$ cat src/rtl/demux_chan_deser.sv
// demux_chan_deser
//   Downstream consumer of a 1-to-4 bit demultiplexer. Each channel's serial
//   bit stream is assembled MSB-first into WIDTH-bit words. Every channel has
//   a one-deep holding register. A round-robin arbiter drains completed words
//   over a single valid/ready port, tagging each word with its channel number.
//   A word that completes while its channel's holding register is still
//   occupied is dropped and sets a sticky per-channel overflow flag.
//
// Ports:
//   clk       in   clock, all state updates on the rising edge
//   rst       in   synchronous active-high reset
//   in_vld    in   a valid demux bit is present this cycle
//   sel       in   channel select (same value that drives the demux)
//   y         in   demux outputs, only y[sel] is used
//   out_vld   out  a completed word is offered
//   out_rdy   in   consumer accepts the offered word
//   out_ch    out  channel of the offered word (rr pointer when idle)
//   out_data  out  offered word, first-received bit in the MSB (0 when idle)
//   ovf       out  sticky per-channel overflow flags
//   ovf_clr   in   clears all ovf bits (a same-edge overflow still sets)
module demux_chan_deser #(
  parameter int WIDTH = 8
) (
  input  logic             clk,
  input  logic             rst,
  input  logic             in_vld,
  input  logic [1:0]       sel,
  input  logic [3:0]       y,
  output logic             out_vld,
  input  logic             out_rdy,
  output logic [1:0]       out_ch,
  output logic [WIDTH-1:0] out_data,
  output logic [3:0]       ovf,
  input  logic             ovf_clr
);

  localparam int CNT_W = $clog2(WIDTH);
  localparam logic [CNT_W-1:0] CNT_LAST = CNT_W'(WIDTH - 1);

  // Grant is latched while the consumer stalls so the offer stays stable.
  typedef enum logic {ST_ARB, ST_STALL} state_e;

  state_e           state_q, state_d;
  logic [1:0]       lock_ch_q, lock_ch_d;

  logic [WIDTH-1:0] shreg_q [4];
  logic [WIDTH-1:0] shreg_d [4];
  logic [CNT_W-1:0] cnt_q   [4];
  logic [CNT_W-1:0] cnt_d   [4];
  logic [WIDTH-1:0] hold_q  [4];
  logic [WIDTH-1:0] hold_d  [4];
  logic [3:0]       pend_q, pend_d;
  logic [3:0]       ovf_q, ovf_d;
  logic [1:0]       rr_q, rr_d;

  logic             bit_in;
  logic [WIDTH-1:0] word_in;
  logic             last_bit;
  logic [1:0]       scan_ch;
  logic [1:0]       scan_idx;
  logic             scan_found;
  logic [1:0]       grant;
  logic             any_pend;
  logic             pop;

  // Incoming bit and the word it would form on the selected channel.
  always_comb begin
    bit_in   = y[sel];
    word_in  = {shreg_q[sel][WIDTH-2:0], bit_in};
    last_bit = in_vld && (cnt_q[sel] == CNT_LAST);
  end

  // Round-robin scan starting at rr.
  always_comb begin
    scan_ch    = rr_q;
    scan_idx   = '0;
    scan_found = 1'b0;
    for (int i = 0; i < 4; i++) begin
      scan_idx = rr_q + 2'(i);
      if (!scan_found && pend_q[scan_idx]) begin
        scan_ch    = scan_idx;
        scan_found = 1'b1;
      end
    end
  end

  // Grant FSM: latch the offered channel on a stall, release on transfer.
  always_comb begin
    state_d   = state_q;
    lock_ch_d = lock_ch_q;
    any_pend  = |pend_q;
    grant     = (state_q == ST_STALL) ? lock_ch_q : scan_ch;
    pop       = any_pend && out_rdy;
    case (state_q)
      ST_ARB: begin
        if (any_pend && !out_rdy) begin
          state_d   = ST_STALL;
          lock_ch_d = scan_ch;
        end
      end
      ST_STALL: begin
        if (out_rdy) state_d = ST_ARB;
      end
      default: state_d = ST_ARB;
    endcase
  end

  always_comb begin
    out_vld  = any_pend;
    out_ch   = any_pend ? grant : rr_q;
    out_data = any_pend ? hold_q[grant] : '0;
    ovf      = ovf_q;
  end

  // Capture, completion, overflow and pop bookkeeping.
  always_comb begin
    for (int c = 0; c < 4; c++) begin
      shreg_d[c] = shreg_q[c];
      cnt_d[c]   = cnt_q[c];
      hold_d[c]  = hold_q[c];
    end
    pend_d = pend_q;
    ovf_d  = ovf_clr ? 4'b0000 : ovf_q;
    rr_d   = rr_q;

    if (pop) begin
      pend_d[grant] = 1'b0;
      rr_d          = grant + 2'd1;
    end

    if (in_vld) begin
      shreg_d[sel] = word_in;
      if (last_bit) begin
        cnt_d[sel] = '0;
        // A pop of this channel on the same edge frees the slot for the new word.
        if (!pend_q[sel] || (pop && (grant == sel))) begin
          hold_d[sel] = word_in;
          pend_d[sel] = 1'b1;
        end else begin
          ovf_d[sel] = 1'b1;
        end
      end else begin
        cnt_d[sel] = cnt_q[sel] + CNT_W'(1);
      end
    end
  end

  always_ff @(posedge clk) begin
    if (rst) begin
      state_q   <= ST_ARB;
      lock_ch_q <= '0;
      pend_q    <= '0;
      ovf_q     <= '0;
      rr_q      <= '0;
      for (int c = 0; c < 4; c++) begin
        shreg_q[c] <= '0;
        cnt_q[c]   <= '0;
        hold_q[c]  <= '0;
      end
    end else begin
      state_q   <= state_d;
      lock_ch_q <= lock_ch_d;
      pend_q    <= pend_d;
      ovf_q     <= ovf_d;
      rr_q      <= rr_d;
      for (int c = 0; c < 4; c++) begin
        shreg_q[c] <= shreg_d[c];
        cnt_q[c]   <= cnt_d[c];
        hold_q[c]  <= hold_d[c];
      end
    end
  end

endmodule

$ cat config.mk
export PLATFORM = sky130hd
export DESIGN_NAME = demux_chan_deser
export DESIGN_NICKNAME = d
export VERILOG_FILES = /design/src/rtl/demux_chan_deser.sv
export SDC_FILE = /design/constraint.sdc
export NUM_CORES = 1
export LEC_CHECK = 0
export ABC_AREA = 1
export BUFFER_PORTS_ARGS = -buffer_cell sky130_fd_sc_hd__buf_2
export CAP_MARGIN = 20
export CORE_ASPECT_RATIO = 1.1
export CORE_MARGIN = 10
export CORE_UTILIZATION = 40
export DETAILED_ROUTE_END_ITERATION = 10
export PLACE_DENSITY = 0.54
export SLEW_MARGIN = 30
export SYNTH_ARGS = -nofsm -noshare
export SYNTH_HDL_FRONTEND = slang
export SYNTH_SLANG_ARGS = --single-unit
$ cat constraint.sdc
create_clock -name clk -period 3.2 [get_ports clk]
set_clock_uncertainty 0.1 [all_clocks]
set_input_delay 0.64 -clock clk [delete_from_list [all_inputs] [get_ports clk]]
set_output_delay 0.64 -clock clk [all_outputs]
set_load 0.02 [all_outputs]
* Word level (Yosys, flattened, before mapping) *
Memory sizes are Yosys's and may differ from the RTL's.
Cells that the tools add are included.

storage, ports and cells
  register bits = 13
  bits in writable memories = 76
  bits of input ports = 11
  output and inout bits = 15
  logic and storage cells = 127
  memories kept = 3

memories
  memory   depth  bits a word  read ports  clocked after memory_dff  write ports  RTL line  source
  hold_q   4      8            5           0                         4            50        logic [WIDTH-1:0] hold_q [4];
  shreg_q  4      8            5           0                         4            46        logic [WIDTH-1:0] shreg_q [4];
  cnt_q    4      3            5           0                         4            48        logic [CNT_W-1:0] cnt_q [4];

cells by class
  add/subtract/negate cells = 5
  magnitude comparators = 10
  equality and inequality tests = 2
  mux-type cells = 64
  bitwise gates (word level) = 20
  reduce and logical (&&, ||, !) cells = 18

operators with widths
  operator             count
  $mux 32              4
  $mux 8               10
  $bwmux 32            2
  $mux 4               8
  $mux 12              2
  $lt 2x3->1 const B   6
  $demux 8 s2          1
  $mux 1               16
  $mux 3               5
  $and 12x12->12       1
  $bmux 1 s2           6
  $bwmux 12            1
  $not 12->12          1
  $or 1x1->1           12
  $logic_and 1x1->1    10
  $mux 2               5
  $or 4x4->4           2
  $demux 3 s2          1
  $logic_not 1->1      5
  $add 2x1->2 const B  2
  $add 2x2->2 const B  2
  $and 4x4->4          1
  $demux 1 s2          2
  $ge 2x1->1 const B   2
  other kinds (12)     12

* Longest topological paths before layout *
  word-level depth = 24
  mapped depth = 20
  depth with buffers taken out = 18

* Least setup slack after synthesis *
Ideal clock, no wire load.

  path type = input port to flip-flop
  start = input port sel[0]
  end = register ovf_q[0], in the netlist ovf[0]
  arrival time = 2.653 ns
  required time = 3.030 ns
  setup slack = 0.377 ns
  stages on the path = 13
  cells stage by stage = inv_1 nor2_1 inv_1 clkbuf_1 o221ai_1 ha_1 ha_1 inv_1 clkbuf_1 nor2_2 buf_2 nand3_1 a21oi_1

between the ends
  word-level cells in the longest chain between the ends = 8
  elaborated cells on any way between the ends = 18
  those cells by class = order compare (2); eq/ne (2); mux (7); bitwise (1); reduce/logical (5); memory (1)

ends and longest elaborated chain
  item                                                                   RTL line  source
  from (decl)                                                            27        input logic [1:0] sel,
  $lt 2x3->1 (not written as such) / $ge 2x1->1 (equally long branches)  140       ovf_d[sel] = 1'b1;
  $logic_and 1x1->1 (not written as such)                                140
  $mux 1 (not written as such)                                           140
  $demux 1 s2                                                            140
  $or 4x4->4 (no source line)                                            --
  $mux 4                                                                 136       if (!pend_q[sel] || (pop && (grant == sel))) begin
  $mux 4 *                                                               133       if (last_bit) begin
  $mux 4 *                                                               131       if (in_vld) begin
  to (signal assigned)                                                   164       ovf_q <= ovf_d;
  to (decl)                                                              53        logic [3:0] ovf_q, ovf_d;

Every way passes the cells marked *; elsewhere a longest branch is shown, timed or not. The select of a mux whose other input is x is not followed.
A chain may end at the register's enable or synchronous reset.

* Worst setup path in the final report *
  start = register rr_q[0]
  end = output port out_data[4]

between the ends
  word-level cells in the longest chain between the ends = 15
  elaborated cells on any way between the ends = 26
  those cells by class = add/sub (3); mux (16); reduce/logical (6); memory (1)

ends and longest elaborated chain
  item                                                  RTL line  source
  from (decl)                                           54        logic [1:0] rr_q, rr_d;
  from (signal assigned)                                165       rr_q <= rr_d;
  branches (longest 11 deep; another with $add 2x1->2)  --
  $mux 2 *                                              80        if (!scan_found && pend_q[scan_idx]) begin
  $mux 2 *                                              92        grant = (state_q == ST_STALL) ? lock_ch_q : scan_ch;
  $mem_v2 4x8 *                                         --
  $mux 8 *                                              111       out_data = any_pend ? hold_q[grant] : '0;
  to (decl)                                             32        output logic [WIDTH-1:0] out_data,

Every way passes the cells marked *. The select of a mux whose other input is x is not followed.

==> metrics.md <==
| Metric | Value |
|---|---|
| Netlist cell types | 39 |
| LEAKAGE | 2.452 nW |
| Synthesized cell area | 4506 sq um |
| Adder-Cell Fraction of Synth Area | 0.5554% |
| Core area | 10960 sq um |
| Peak VDD IR | 0.3077 mV |
| Post-synth EDFFs | 0 |
| Int Pwr | 1.703 mW |
| Clock Power Share | 43.7% |
| Chip width | 121.2 um |
| DRC errors left | 0 |
| Critical Path RT | 2.46 ns |
| Post-Route WL | 12.82 mm |
| Crit Path Category | register to output port |
| Grt ovf | 0 |
| Average vias per placed instance | 5.101 |
| Post-Synth XOR/XNOR Area | 0.3888% |
| Largest net degree at the start of global routing | 65 |
| First-pass GRT wire length | 21.13 mm |
| Starting Density | 41.11% |
| RSZ-0062 raised after global routing | true |
| Switch share | 23.71% |
| Seq cells post-synth | 85 |
| Slew HR | 58.33% |
| Clock slew at reported path FFs | 0.06 ns |
| Max H-tree Level | 3 |
| Power density cells | 415.6 nW/um^2 |
| F_max | 315.9 MHz |
| Number of routed nets with antenna violations | 0 |
| TritonCTS Buffers | 9 |
| Synth Flop Type | dfxtp_1 |
| Synth Area per Inst | 6.705 sq um |
| Multiplexer share of the synthesized area | 0% |
| Total negative setup slack | 0 ns |
| Tmin final | 3.165 ns |
| Layout cells sized above 1 | 17.57% |
| Simple-gate area share of the yosys netlist | 29.69% |
| I/O pin count | 26 |
| Actual slew at the worst max-slew pin | 0.6251 ns |
| Vias post-DR | 4438 |
| Complex-gate fraction of the synthesized area | 19.30% |
| Per-cell routed wire length | 14.74 um |
| Gate Count Post-Synth | 672 |
| Top post-synthesis cells by area | dfxtp_1, nand2_1, a21oi_1 |
| Comb power frac | 7.5% |
| Root Buffer | clkbuf_16 |
| Largest family of logic cells by synthesized area | simple AND/OR/NAND/NOR gates |
| Full die area | 15910 sq um |
| Worst-Skew Late Latency | 0.34 ns |
| Sequential power share | 48.8% |
| CTS tree | built |
| Clock Sinks | 85 |
| Final period utilization | 98.92% |
| Final setup violation count | 0 |
| Max-capacitance violation count | 0 |
| HP Class | register to register |
| Area grow syn2layout | 19.24% |
| Final Max Slew Viols | 0 |
| Register area share after synthesis | 37.77% |
| CP arrival | 2.43 ns |
| Number of synthesis warnings | 0 |
| DRT iter0 DRCs | 319 |
| Synth async-reset ratio | 0% |
| Post-synth top area share | 37.77% |
| Total GRT Usage | 16.18% |
| Die Y | 131.3 um |
| Clock buffer depth | 2 |
| Startpoint types | register |
| # rows | 40 |
| Final Power | 2.233 mW |
| Vias in the first global route | 4163 |
| Outcome | finished clean |
| Sw Pwr | 529.3 uW |
| Initial antenna violation count | 0 |
| Routability cong. | 0.8683 |
| Final hold violations | 0 |
| Syn nets | 685 |
| FILL cells | 1123 |
| First-pass DRT Iterations | 4 |
| DP Wirelength | 8.770 mm |
| Crit path max fanout | 8 |
| Worst setup EP type | output port |
| Port Buffers | 25 |
| Ant. Diodes | 0 |
| Leading area contributor after synthesis | dfxtp_1 |
| Net count, final | 731 |
==> power groups by stage <==
| stage | Combinational [mW] | Sequential (mW) | Clock, mW |
|---|---|---|---|
| after floorplan | 0.112 | 1.11 | 0 |
| after global placement | 0.165 | 1.11 | 0 |
| after detailed placement | 0.169 | 1.11 | 0 |
| after CTS | 0.169 | 1.09 | 0.997 |
| after global routing | 0.192 | 1.09 | 1.04 |
| final | 0.168 | 1.09 | 0.975 |
==> flip-flops by register name, indices dropped and copies added, names as in the netlist <==
name and count:
shreg_q 28, ovf 4, state_q 1, hold_q 32, cnt_q 12, pend_q 4, rr_q 2, lock_ch_q 2
==> metrics by stage <==
step                      cell area [sq um]  utilization [%]  worst slack, ns  hold WS [ns]  instances
after floorplan                        4506                -           0.3766        0.3454        672
after global placement                 4862            44.36           0.1511        0.3537        840
after global routing                   5373            49.02          -0.1358        0.3909        870
final                                  5373            49.02          0.03465        0.3649        870
after CTS                              5166            47.13        0.0009406        0.3682        856
after detailed placement               4862            44.36           0.1333        0.3590        840
==> cell families after synthesis <==
family / Yosys count
xor gates and xnor gates: 2
DFF: 85
AOI/OAI and AO/OA: 151
adders and majority gates: 2
and+or+nand+nor: 303
buffers and inverters: 129
==> metal layers <==
metal	vias to the layer above	routed length [um]	global-route usage, %
met5	-	0	0
met4	0	180	4.708
met3	15	565	3.128
met2	90	6239	27.11
met1	2048	5836	20.39
li1	2285	-	-
==> critical path: stages, from the launching register on <==
cell and delay, ns:
dfxtp_4 0.41, buf_6 0.14, nand2_1 0.06, nand2_2 0.08, nand2_2 0.07, nand2_4 0.09
nand2_2 0.07, nand2_1 0.06, nand2_1 0.06, nand2_2 0.06, nand3_2 0.08, nand2_4 0.15
buf_8 0.13, buf_6 0.11, nand2_1 0.05, nand2_1 0.06, nand2_1 0.06, a31oi_2 0.18
buf_4 0.17
==> cell type report <==
type,instances,area (sq um),share of cell area [%]
Sequential cell,85,1712,31.86
Tap cell,147,183.9,3.423
Inverter,97,376.6,7.010
Clock buffer,15,267.8,4.984
Timing Repair Buffer,67,514.2,9.571
Clock inverter,1,5.005,0.09315
Multi-Input combinational cell,458,2313,43.06
==> what timing repair did <==
action | in CTS | in global routing
pin swaps | 1 | 15
buffers inserted | 0 | 14
setup endpoints to repair | 9 | 9
resized for setup | 13 | 30
hold buffers | 0 | 0
==> cells in the final DEF (no fill, tap or decap), types with 2 or more instances in the layout <==
cell type  instances
buf_12             3
nand3_1           68
a211oi_1           3
nor3_1             2
dfxtp_2            2
clkbuf_8           2
buf_2             18
a31oi_1            7
nand2_2           14
a221oi_1           2
o32ai_1            2
clkinv_1           2
nand2_1          152
ha_1               2
a21oi_1           72
nor2_4             3
inv_2              4
dfxtp_4            2
nand2_4            7
nor2_2             7
o22ai_1            9
clkbuf_1           4
nor2_1            42
a22oi_1            5
o21a_1             6
o211ai_1          10
o21ai_0           29
buf_4             42
xnor2_1            2
clkbuf_16          9
o221ai_1           2
buf_6              3
dfxtp_1           81
nand3_2            4
inv_1             89
==> cell usage after synthesis, drive strengths merged (3+ instances only) <==
cell type / count
a22oi: 5
inv: 95
a31oi: 8
a211oi: 3
o211ai: 10
nand2: 173
o22ai: 9
a21oi: 72
buf: 17
dfxtp: 85
clkbuf: 15
o21a: 6
nand3: 72
o21ai: 31
nor2: 52
==> final timing paths <==
path                                                from                   endpoint  slack [ns]  depth (start not counted)
worst max-delay path                rr_q[0]$_SDFFE_PP0P_                out_data[4]        0.03                         18
worst min-delay path            cnt_q[2][0]$_SDFFE_PP0P_   cnt_q[2][0]$_SDFFE_PP0P_        0.36                          2
worst max register to register      rr_q[0]$_SDFFE_PP0P_  hold_q[0][2]$_SDFFE_PP0P_        0.42                         20
worst min register to register  cnt_q[2][0]$_SDFFE_PP0P_   cnt_q[2][0]$_SDFFE_PP0P_        0.36                          2
(Power assumes the default switching activity.)
